===== src/rtl/cpu_pkg.sv =====
// Shared encodings for the accumulator CPU: opcodes, ALU operation codes and
// control FSM states.
package cpu_pkg;

    localparam logic [2:0] OP_NOP   = 3'b000;
    localparam logic [2:0] OP_LOAD  = 3'b001;
    localparam logic [2:0] OP_STORE = 3'b010;
    localparam logic [2:0] OP_ADD   = 3'b011;
    localparam logic [2:0] OP_SUB   = 3'b100;
    localparam logic [2:0] OP_JMP   = 3'b101;
    localparam logic [2:0] OP_JZ    = 3'b110;
    localparam logic [2:0] OP_OUT   = 3'b111;

    localparam logic [1:0] ALU_ADD  = 2'b00;
    localparam logic [1:0] ALU_SUB  = 2'b01;
    localparam logic [1:0] ALU_PASS = 2'b10;

    typedef enum logic [2:0] {
        ST_FETCH    = 3'd0,
        ST_DECODE   = 3'd1,
        ST_MEM_RD   = 3'd2,
        ST_EXEC     = 3'd3,
        ST_MEM_WR   = 3'd4,
        ST_OUT_WAIT = 3'd5,
        ST_UNUSED   = 3'd6,
        ST_FAULT    = 3'd7
    } state_e;

endpackage


===== src/rtl/mem_timeout_ctr.sv =====
// Counts stalled cycles of a RAM access and flags expiry when the stall
// reaches the limit; a MEM_TIMEOUT of 0 disables expiry.
module mem_timeout_ctr #(
    parameter int unsigned MEM_TIMEOUT = 16,
    parameter int unsigned CNT_W       = (MEM_TIMEOUT == 0) ? 1 : $clog2(MEM_TIMEOUT + 1)
) (
    input  logic             clk,
    input  logic             reset,
    input  logic             clear,
    input  logic             enable,
    input  logic [CNT_W-1:0] limit,
    output logic             expired
);

    logic [CNT_W-1:0] cnt_q;
    logic [CNT_W-1:0] cnt_d;

    assign expired = (MEM_TIMEOUT != 0) && enable && (cnt_q == limit);

    always_comb begin
        cnt_d = cnt_q;
        if (clear) begin
            cnt_d = '0;
        end else if (enable && !expired) begin
            cnt_d = cnt_q + 1'b1;
        end
    end

    always_ff @(posedge clk or negedge reset) begin
        if (!reset) begin
            cnt_q <= '0;
        end else begin
            cnt_q <= cnt_d;
        end
    end

endmodule


===== src/rtl/control_fsm_mc.sv =====
// Multi-cycle fetch/decode/execute controller for the accumulator CPU with
// RAM/UART handshakes and a sticky fault on RAM timeout.
module control_fsm_mc
    import cpu_pkg::*;
#(
    parameter int unsigned DATA_W      = 8,
    parameter int unsigned ADDR_W      = 5,
    parameter int unsigned MEM_TIMEOUT = 16
) (
    input  logic              clk,
    input  logic              reset,
    input  logic [ADDR_W+2:0] instruction,
    input  logic              instr_valid,
    input  logic [DATA_W-1:0] acc_data,
    input  logic              mem_ready,
    input  logic              uart_busy,
    output logic [1:0]        alu_op,
    output logic              acc_write,
    output logic              mem_read,
    output logic              mem_write,
    output logic              pc_write,
    output logic              pc_inc,
    output logic              ir_load,
    output logic              uart_send,
    output logic [ADDR_W-1:0] mem_addr,
    output logic [ADDR_W-1:0] new_pc,
    output logic              instr_done,
    output logic              fault,
    output logic [2:0]        state_dbg
);

    localparam int unsigned CNT_W = (MEM_TIMEOUT == 0) ? 1 : $clog2(MEM_TIMEOUT + 1);
    localparam int unsigned LIMIT = (MEM_TIMEOUT == 0) ? 0 : MEM_TIMEOUT - 1;
    localparam logic [CNT_W-1:0] LIMIT_C = CNT_W'(LIMIT);

    state_e            state_q, state_d;
    logic [ADDR_W+2:0] ir_q, ir_d;
    logic [2:0]        opcode;
    logic              tmo_clear, tmo_en, tmo_expired;

    assign opcode    = ir_q[ADDR_W+2 -: 3];
    assign mem_addr  = ir_q[ADDR_W-1:0];
    assign new_pc    = ir_q[ADDR_W-1:0];
    assign state_dbg = state_q;

    mem_timeout_ctr #(
        .MEM_TIMEOUT (MEM_TIMEOUT),
        .CNT_W       (CNT_W)
    ) u_tmo (
        .clk     (clk),
        .reset   (reset),
        .clear   (tmo_clear),
        .enable  (tmo_en),
        .limit   (LIMIT_C),
        .expired (tmo_expired)
    );

    always_comb begin
        state_d    = state_q;
        ir_d       = ir_q;
        alu_op     = ALU_ADD;
        acc_write  = 1'b0;
        mem_read   = 1'b0;
        mem_write  = 1'b0;
        pc_write   = 1'b0;
        pc_inc     = 1'b0;
        ir_load    = 1'b0;
        uart_send  = 1'b0;
        instr_done = 1'b0;
        fault      = 1'b0;
        tmo_clear  = 1'b1;
        tmo_en     = 1'b0;
        case (state_q)
            ST_FETCH: begin
                // Reset holds state at FETCH, so ir_load is the only output that needs gating.
                ir_load = instr_valid && reset;
                if (instr_valid) begin
                    ir_d    = instruction;
                    state_d = ST_DECODE;
                end
            end
            ST_DECODE: begin
                case (opcode)
                    OP_NOP: begin
                        pc_inc     = 1'b1;
                        instr_done = 1'b1;
                        state_d    = ST_FETCH;
                    end
                    OP_JMP: begin
                        pc_write   = 1'b1;
                        instr_done = 1'b1;
                        state_d    = ST_FETCH;
                    end
                    OP_JZ: begin
                        pc_write   = (acc_data == '0);
                        pc_inc     = (acc_data != '0);
                        instr_done = 1'b1;
                        state_d    = ST_FETCH;
                    end
                    OP_LOAD, OP_ADD, OP_SUB: state_d = ST_MEM_RD;
                    OP_STORE:                state_d = ST_MEM_WR;
                    OP_OUT:                  state_d = ST_OUT_WAIT;
                    default:                 state_d = ST_FAULT;
                endcase
            end
            ST_MEM_RD: begin
                mem_read  = 1'b1;
                tmo_clear = 1'b0;
                tmo_en    = !mem_ready;
                if (mem_ready) begin
                    state_d = ST_EXEC;
                end else if (tmo_expired) begin
                    state_d = ST_FAULT;
                end
            end
            ST_EXEC: begin
                acc_write  = 1'b1;
                alu_op     = (opcode == OP_LOAD) ? ALU_PASS :
                             (opcode == OP_SUB)  ? ALU_SUB  : ALU_ADD;
                pc_inc     = 1'b1;
                instr_done = 1'b1;
                state_d    = ST_FETCH;
            end
            ST_MEM_WR: begin
                mem_write = 1'b1;
                tmo_clear = 1'b0;
                tmo_en    = !mem_ready;
                if (mem_ready) begin
                    pc_inc     = 1'b1;
                    instr_done = 1'b1;
                    state_d    = ST_FETCH;
                end else if (tmo_expired) begin
                    state_d = ST_FAULT;
                end
            end
            ST_OUT_WAIT: begin
                if (!uart_busy) begin
                    uart_send  = 1'b1;
                    pc_inc     = 1'b1;
                    instr_done = 1'b1;
                    state_d    = ST_FETCH;
                end
            end
            ST_FAULT: fault = 1'b1;
            default:  state_d = ST_FAULT;
        endcase
    end

    always_ff @(posedge clk or negedge reset) begin
        if (!reset) begin
            state_q <= ST_FETCH;
            ir_q    <= '0;
        end else begin
            state_q <= state_d;
            ir_q    <= ir_d;
        end
    end

endmodule


===== config.mk =====
export PLATFORM = sky130hd
export DESIGN_NAME = control_fsm_mc
export DESIGN_NICKNAME = d
export VERILOG_FILES = /design/src/rtl/cpu_pkg.sv /design/src/rtl/mem_timeout_ctr.sv /design/src/rtl/control_fsm_mc.sv
export SDC_FILE = /design/constraint.sdc
export NUM_CORES = 1
export LEC_CHECK = 0
export BUFFER_PORTS_ARGS = -buffer_cell sky130_fd_sc_hd__buf_2
export CAP_MARGIN = 20
export CORE_MARGIN = 4
export CORE_UTILIZATION = 44
export DETAILED_ROUTE_END_ITERATION = 12
export PLACE_DENSITY = 0.83
export SETUP_SLACK_MARGIN = 0.05
export SLEW_MARGIN = 20
export SYNTH_ARGS = -nofsm -noshare
export SYNTH_HDL_FRONTEND = slang
export SYNTH_HIERARCHICAL = 1
export SYNTH_SLANG_ARGS = --single-unit

===== constraint.sdc =====
create_clock -name clk -period 2.1 [get_ports clk]
set_clock_uncertainty 0.2 [all_clocks]
set_input_delay 0.21 -clock clk [delete_from_list [all_inputs] [get_ports clk]]
set_output_delay 0.21 -clock clk [all_outputs]
set_load 0.02 [all_outputs]

## Word-level counts from Yosys, hierarchy flattened

Index checks and enable logic that the tools add are counted.

- Output and inout port bits: 24
- Input port bits: 21
- Flip-flop bits (word level): 16
- Word-level logic and storage cells: 63

- Add/subtract/negate cells: 1
- Bitwise logic cells: 1
- Reductions and logical operators: 14
- Muxes and demuxes: 27
- Eq/ne operators: 17

Operators by type and width:

| kind | number |
|---|---|
| equality test 3 bit, second input constant | 7 |
| one-hot mux 3 bit (7 select lines) | 1 |
| two-way mux 3 bit | 5 |
| equality test 3 x 2 -> 1 bit, second input constant | 4 |
| two-way mux 1 bit | 12 |
| one-hot mux 3 bit (4 select lines) | 1 |
| two-way mux 5 bit | 2 |
| logical NOT 8 bit | 1 |
| one-hot mux 1 bit (4 select lines) | 2 |
| nonzero test 8 bit | 1 |
| equality test 3 x 1 -> 1 bit, second input constant | 2 |
| logical NOT 3 bit | 2 |
| OR reduction 3 bit | 2 |
| adder 5 x 1 -> 5 bit, second input constant | 1 |
| equality test 5 x 4 -> 1 bit, second input constant | 1 |
| two-way mux 2 bit | 2 |
| inequality test 2 bit, second input constant | 2 |
| one-hot mux 1 bit (2 select lines) | 2 |
| logical AND 1 bit | 3 |
| AND reduction 3 bit | 1 |
| logical NOT 1 bit | 2 |
| inequality test 2 x 1 -> 1 bit, second input constant | 1 |
| AND reduction 2 bit | 1 |
| OR reduction 2 bit | 1 |
| inverter 1 bit | 1 |

## Longest topological paths before layout

- Depth in word-level cells: 8
- Mapped depth: 8
- Depth with buffers taken out: 7

## Cells and area by module

The synthesis kept the hierarchy.

By module, submodules not included:

| module | seq. area each (um^2) | instances | cells each | area an instance (um^2) |
|---|---|---|---|---|
| control_fsm_mc | 275.3 | 1 | 89 | 818.3 |
| mem_timeout_ctr | 125.1 | 1 | 37 | 361.6 |

## Worst setup path before layout

No wires, ideal clock.

- Path kind: register to register
- Start point: register state_q[2] (netlist: state_dbg[2])
- End point: register state_q[0] (netlist: state_dbg[0])
- Period minus slack after synthesis: 2.235 ns
- Setup time: 0.116 ns
- Data required time: 1.784 ns
- Stages on the path, launching flop included: 9
- Path buffers: 1
- Data arrival time: 1.920 ns
- Slack: -0.135 ns
- Path through: dfrtp_1 buf_2 nor2b_1 o21bai_1 nor2_1 and3_2 nand2b_1 a22o_1 o311ai_0

- Longest elaborated chain between the ends: 7
- Elaborated cells on any way between the ends: 18
- Classes of those cells: 8 x eq/ne; 5 x mux; 1 x bitwise; 4 x reduce/logical

RTL lines:

| item | RTL line | text |
|---|---|---|
| start, declared | control_fsm_mc.sv:36 | `state_e state_q, state_d;` |
| start signal, assigned | control_fsm_mc.sv:154 | `state_q <= state_d;` |
| equality test 3 bit or equality test 3 x 2 -> 1 bit (tied branches) | control_fsm_mc.sv:73 | `case (state_q)` |
| OR reduction 2 bit (no line) (*) | - |  |
| two-way mux 1 bit (*) | - |  |
| via tmo_en | control_fsm_mc.sv:39 | `logic tmo_clear, tmo_en, tmo_expired;` |
| logical AND 1 bit (*) | mem_timeout_ctr.sv:18 | `assign expired = (MEM_TIMEOUT != 0) && enable && (cnt_q == limit);` |
| via tmo_expired | control_fsm_mc.sv:39 |  |
| two-way mux 3 bit (*) | - |  |
| two-way mux 3 bit, on equally long branches | - |  |
| one-hot mux 3 bit (7 select lines) (*) | control_fsm_mc.sv:73 |  |

The timed path passes the listed nets; every way through them passes the cells marked *.
A chain may end at the register's enable or synchronous reset.

## Worst setup path in the final report

- Start point: register state_q[2] (netlist: state_dbg[2])
- End point: output pc_inc

- Longest elaborated chain between the ends: 2
- Elaborated cells on any way between the ends: 5
- Classes of those cells: 4 x eq/ne; 1 x mux

RTL lines:

| item | RTL line | text |
|---|---|---|
| equality test 3 bit, or another cell as far along | control_fsm_mc.sv:73 |  |
| one-hot mux 1 bit (4 select lines) (*) | control_fsm_mc.sv:73 |  |
| end, declared | control_fsm_mc.sv:22 | `output logic pc_inc,` |

Mark *: on every way between the ends. The rest lies on a longest branch, timed or not.

==> results.sh <==
export IMPL_seq_area_frac_synth=0.3393
export IMPL_synth_fa_ha_area_frac=0.01060
export IMPL_worst_hold_slack_ps=82.72
export IMPL_syn_inst=126
export IMPL_synth_top_cells_by_count="dfrtp_1 (16), buf_4 (10), mux2_2 (8), nor2b_1 (8), nor2_1 (7)"
export IMPL_finalCriticalPeriod_ps=1990
export IMPL_crit_chain="buf_6 -> nor3b_2 -> buf_4 -> nand3b_1 -> o211ai_1 -> buf_4"
export IMPL_setup_viol=0
export IMPL_gp_congestion=0.8177
export IMPL_cts_clk_slew_worst_paths_ps=90
export IMPL_required_ps=1690
export IMPL_fin_nets=208
export IMPL_ys_ff_latch=16
export IMPL_post_drt_via_cell_ratio=5.065
export IMPL_grt_max_degree=17
export IMPL_route_detailed_drc=0
export IMPL_synthSimpleGateAreaFrac=0.2545
export IMPL_syn_to_final_growth_pct=37.22
export IMPL_ys_warn_count=6
export IMPL_ant_nets=0
export IMPL_vias=1089
export IMPL_dieWidth_um=59.79
export IMPL_yosysMostFrequentCell="dfrtp_1"
export IMPL_cpMostUsedCell="buf_4"
export IMPL_max_cap_viol_count=0
export IMPL_cts_htree_levels=1
export IMPL_grt_overflow=0
export IMPL_first_pass_iters=4
export IMPL_synth_cell_types=41
export IMPL_synth_area_per_cell_um2=9.364
export IMPL_synth_edf_count=0
export IMPL_multiInputGateArea_um2=689.4
export IMPL_drv_slew=0
export IMPL_end_kind="primary output"
export IMPL_synth_xor_area_share=0.05938
export IMPL_dieArea_um2=3574
export IMPL_muxShareOfSynthArea=0.1262
export IMPL_die_h_um=59.79
export IMPL_clk_path_buf_depth=2
export IMPL_ir_worst_vdd_mv=0.3233
export IMPL_synth_top_family_by_area="simple AND/OR/NAND/NOR gates"
export IMPL_rsz0062_at_grt="yes"
export IMPL_start_kind="flop"
export IMPL_initial_core_util=0.4678
export IMPL_cts_tree="yes"
export IMPL_synthFlopType="dfrtp_1"
export IMPL_clock_sinks=16
export IMPL_core_um2=2522
export IMPL_diodes=0
export IMPL_arrival_ps=1580
export IMPL_clkLatencyLatePin_ps=290
export IMPL_power_per_cell_area_nw_per_um2=365.2
export IMPL_status="completed"
export IMPL_cts_root_buf="clkbuf_4"
export IMPL_portBuffers=44
export IMPL_critPathMaxStageDelay_ps=460
export IMPL_path_class="flop to primary output"
export IMPL_cp_slowest_cell="dfrtp_2"
export IMPL_seq_area_um2=404.1
export IMPL_synth_area_leaders="dfrtp_1 (34%), mux2_2 (7.6%), buf_4 (6.4%)"
export IMPL_wl_per_cell_um=13.70
export IMPL_tns_ps=0
export IMPL_antenna_found_initial=0
export IMPL_wl_mm=2.946
export IMPL_initialDrtViolationCount=42
export IMPL_synth_compound_area_frac=0.1060
export IMPL_fmax_mhz=502.6
export IMPL_leakage_nw=0.8201
export IMPL_grt_pass1_vias=1096
export IMPL_grt_total_usage=0.1727
export IMPL_drive_gt1_frac=0.4486
export IMPL_cts_inserted_buffers=3
export IMPL_hold_path_class="primary input to flop"
export IMPL_regToRegSetupSlack_ps=190
export IMPL_synth_top_area_cell="dfrtp_1"
export IMPL_syn_area_um2=1180
export IMPL_grt_pass1_wl_mm=4.664
export IMPL_hold_viol=0
export IMPL_crit_fanout=6
export IMPL_place_hpwl_mm=1.998
export IMPL_rows=18
export IMPL_nFillCells=213
export IMPL_synth_top_cell_area_share=0.3393
export IMPL_async_flop_share=1.000
export IMPL_io_pins=45
export IMPL_final_period_utilization=0.9475
-- layout by cell type, fill, tap and decap left out, types with 5 or more instances in the layout --
cell type / count
nand2_1: 5
buf_2: 42
conb_1: 5
dlygate4sd3_1: 9
dfrtp_1: 13
a21oi_1: 5
buf_4: 14
nor2b_1: 7
xor2_1: 6
nor2_1: 6
mux2_2: 8
-- what timing repair did --
action,4_1_cts,5_1_grt
setup buffers,4,3
endpoints found under the hold margin,24,0
gates resized for setup,3,5
pin swaps,0,2
hold buffers,9,0
endpoints found under the setup margin,3,5
-- registers in the layout, summed over array words and instances (netlist names) --
signal,flops
ir_q,8
u_tmo/cnt_q,5
state_dbg,3
-- power breakdown --
part           switching [mW]  internal (mW)
Clock                  0.0944         0.0738
Combinational          0.0467         0.0495
Sequential             0.0113          0.316
Total                   0.152          0.439
-- cells by family (layout without fill, tap and decap cells) --
family                   Yosys count  in the layout
other                              2              5
buffers and inverters             20             76
multiplexers                      13             13
AND/OR/NAND/NOR                   48             48
XOR/XNOR                           8              8
adder cells (fa/ha/maj)            1              1
flip-flops                        16             16
AO/OA/AOI/OAI                     18             18
-- worst max-delay path, delay by kind of cell, from the launching register on --
family                 cells  cell delay (ps)
DFF                        1              460
AOI/OAI and AO/OA          1              160
buffers and inverters      3              450
and+or+nand+nor            2              220
-- through the flow --
| step | utilization | worst slack [ps] | instance area [um2] | total power [mW] | std cells |
|---|---|---|---|---|---|
| 6_report | 0.6419 | 110.2 | 1619 | 0.5914 | 215 |
| 5_1_grt | 0.6419 | 4.617 | 1619 | 0.6249 | 215 |
| 2_1_floorplan | - | 79.86 | 1217 | 0.3872 | 129 |
| 3_3_place_gp | 0.5650 | 201.3 | 1425 | 0.4109 | 195 |
| 3_5_place_dp | 0.5650 | 75.53 | 1425 | 0.4147 | 195 |
| 4_1_cts | 0.6275 | 51.42 | 1583 | 0.5992 | 212 |
-- cell type report --
class                   count  share of cell area
clock buffers               4             0.01623
inverters                   3            0.006955
multi-input cells          93              0.4258
flip-flops and latches     16              0.2496
well taps                  30             0.02318
repair buffers             69              0.2782
-- per-layer routing --
layer  routed length (um)  GRT usage
met1                 1193     0.1957
met2                 1514     0.3287
met3                  211    0.01296
met4                   27    0.06646
met5                    0          0
-- final timing paths --
kind / startpoint / end / cells past startpoint
min in group asynchronous: reset / ir_q[1] / 3
hold reg to reg: ir_q[4] / ir_q[4] / 1
setup / recovery: state_dbg[2] / pc_inc / 6
hold / removal: mem_ready / state_dbg[2] / 2
max in group asynchronous: reset / state_dbg[1] / 3
setup reg to reg: u_tmo/cnt_q[0] / state_dbg[0] / 6
No activity file was read; power rests on OpenSTA's default activity.
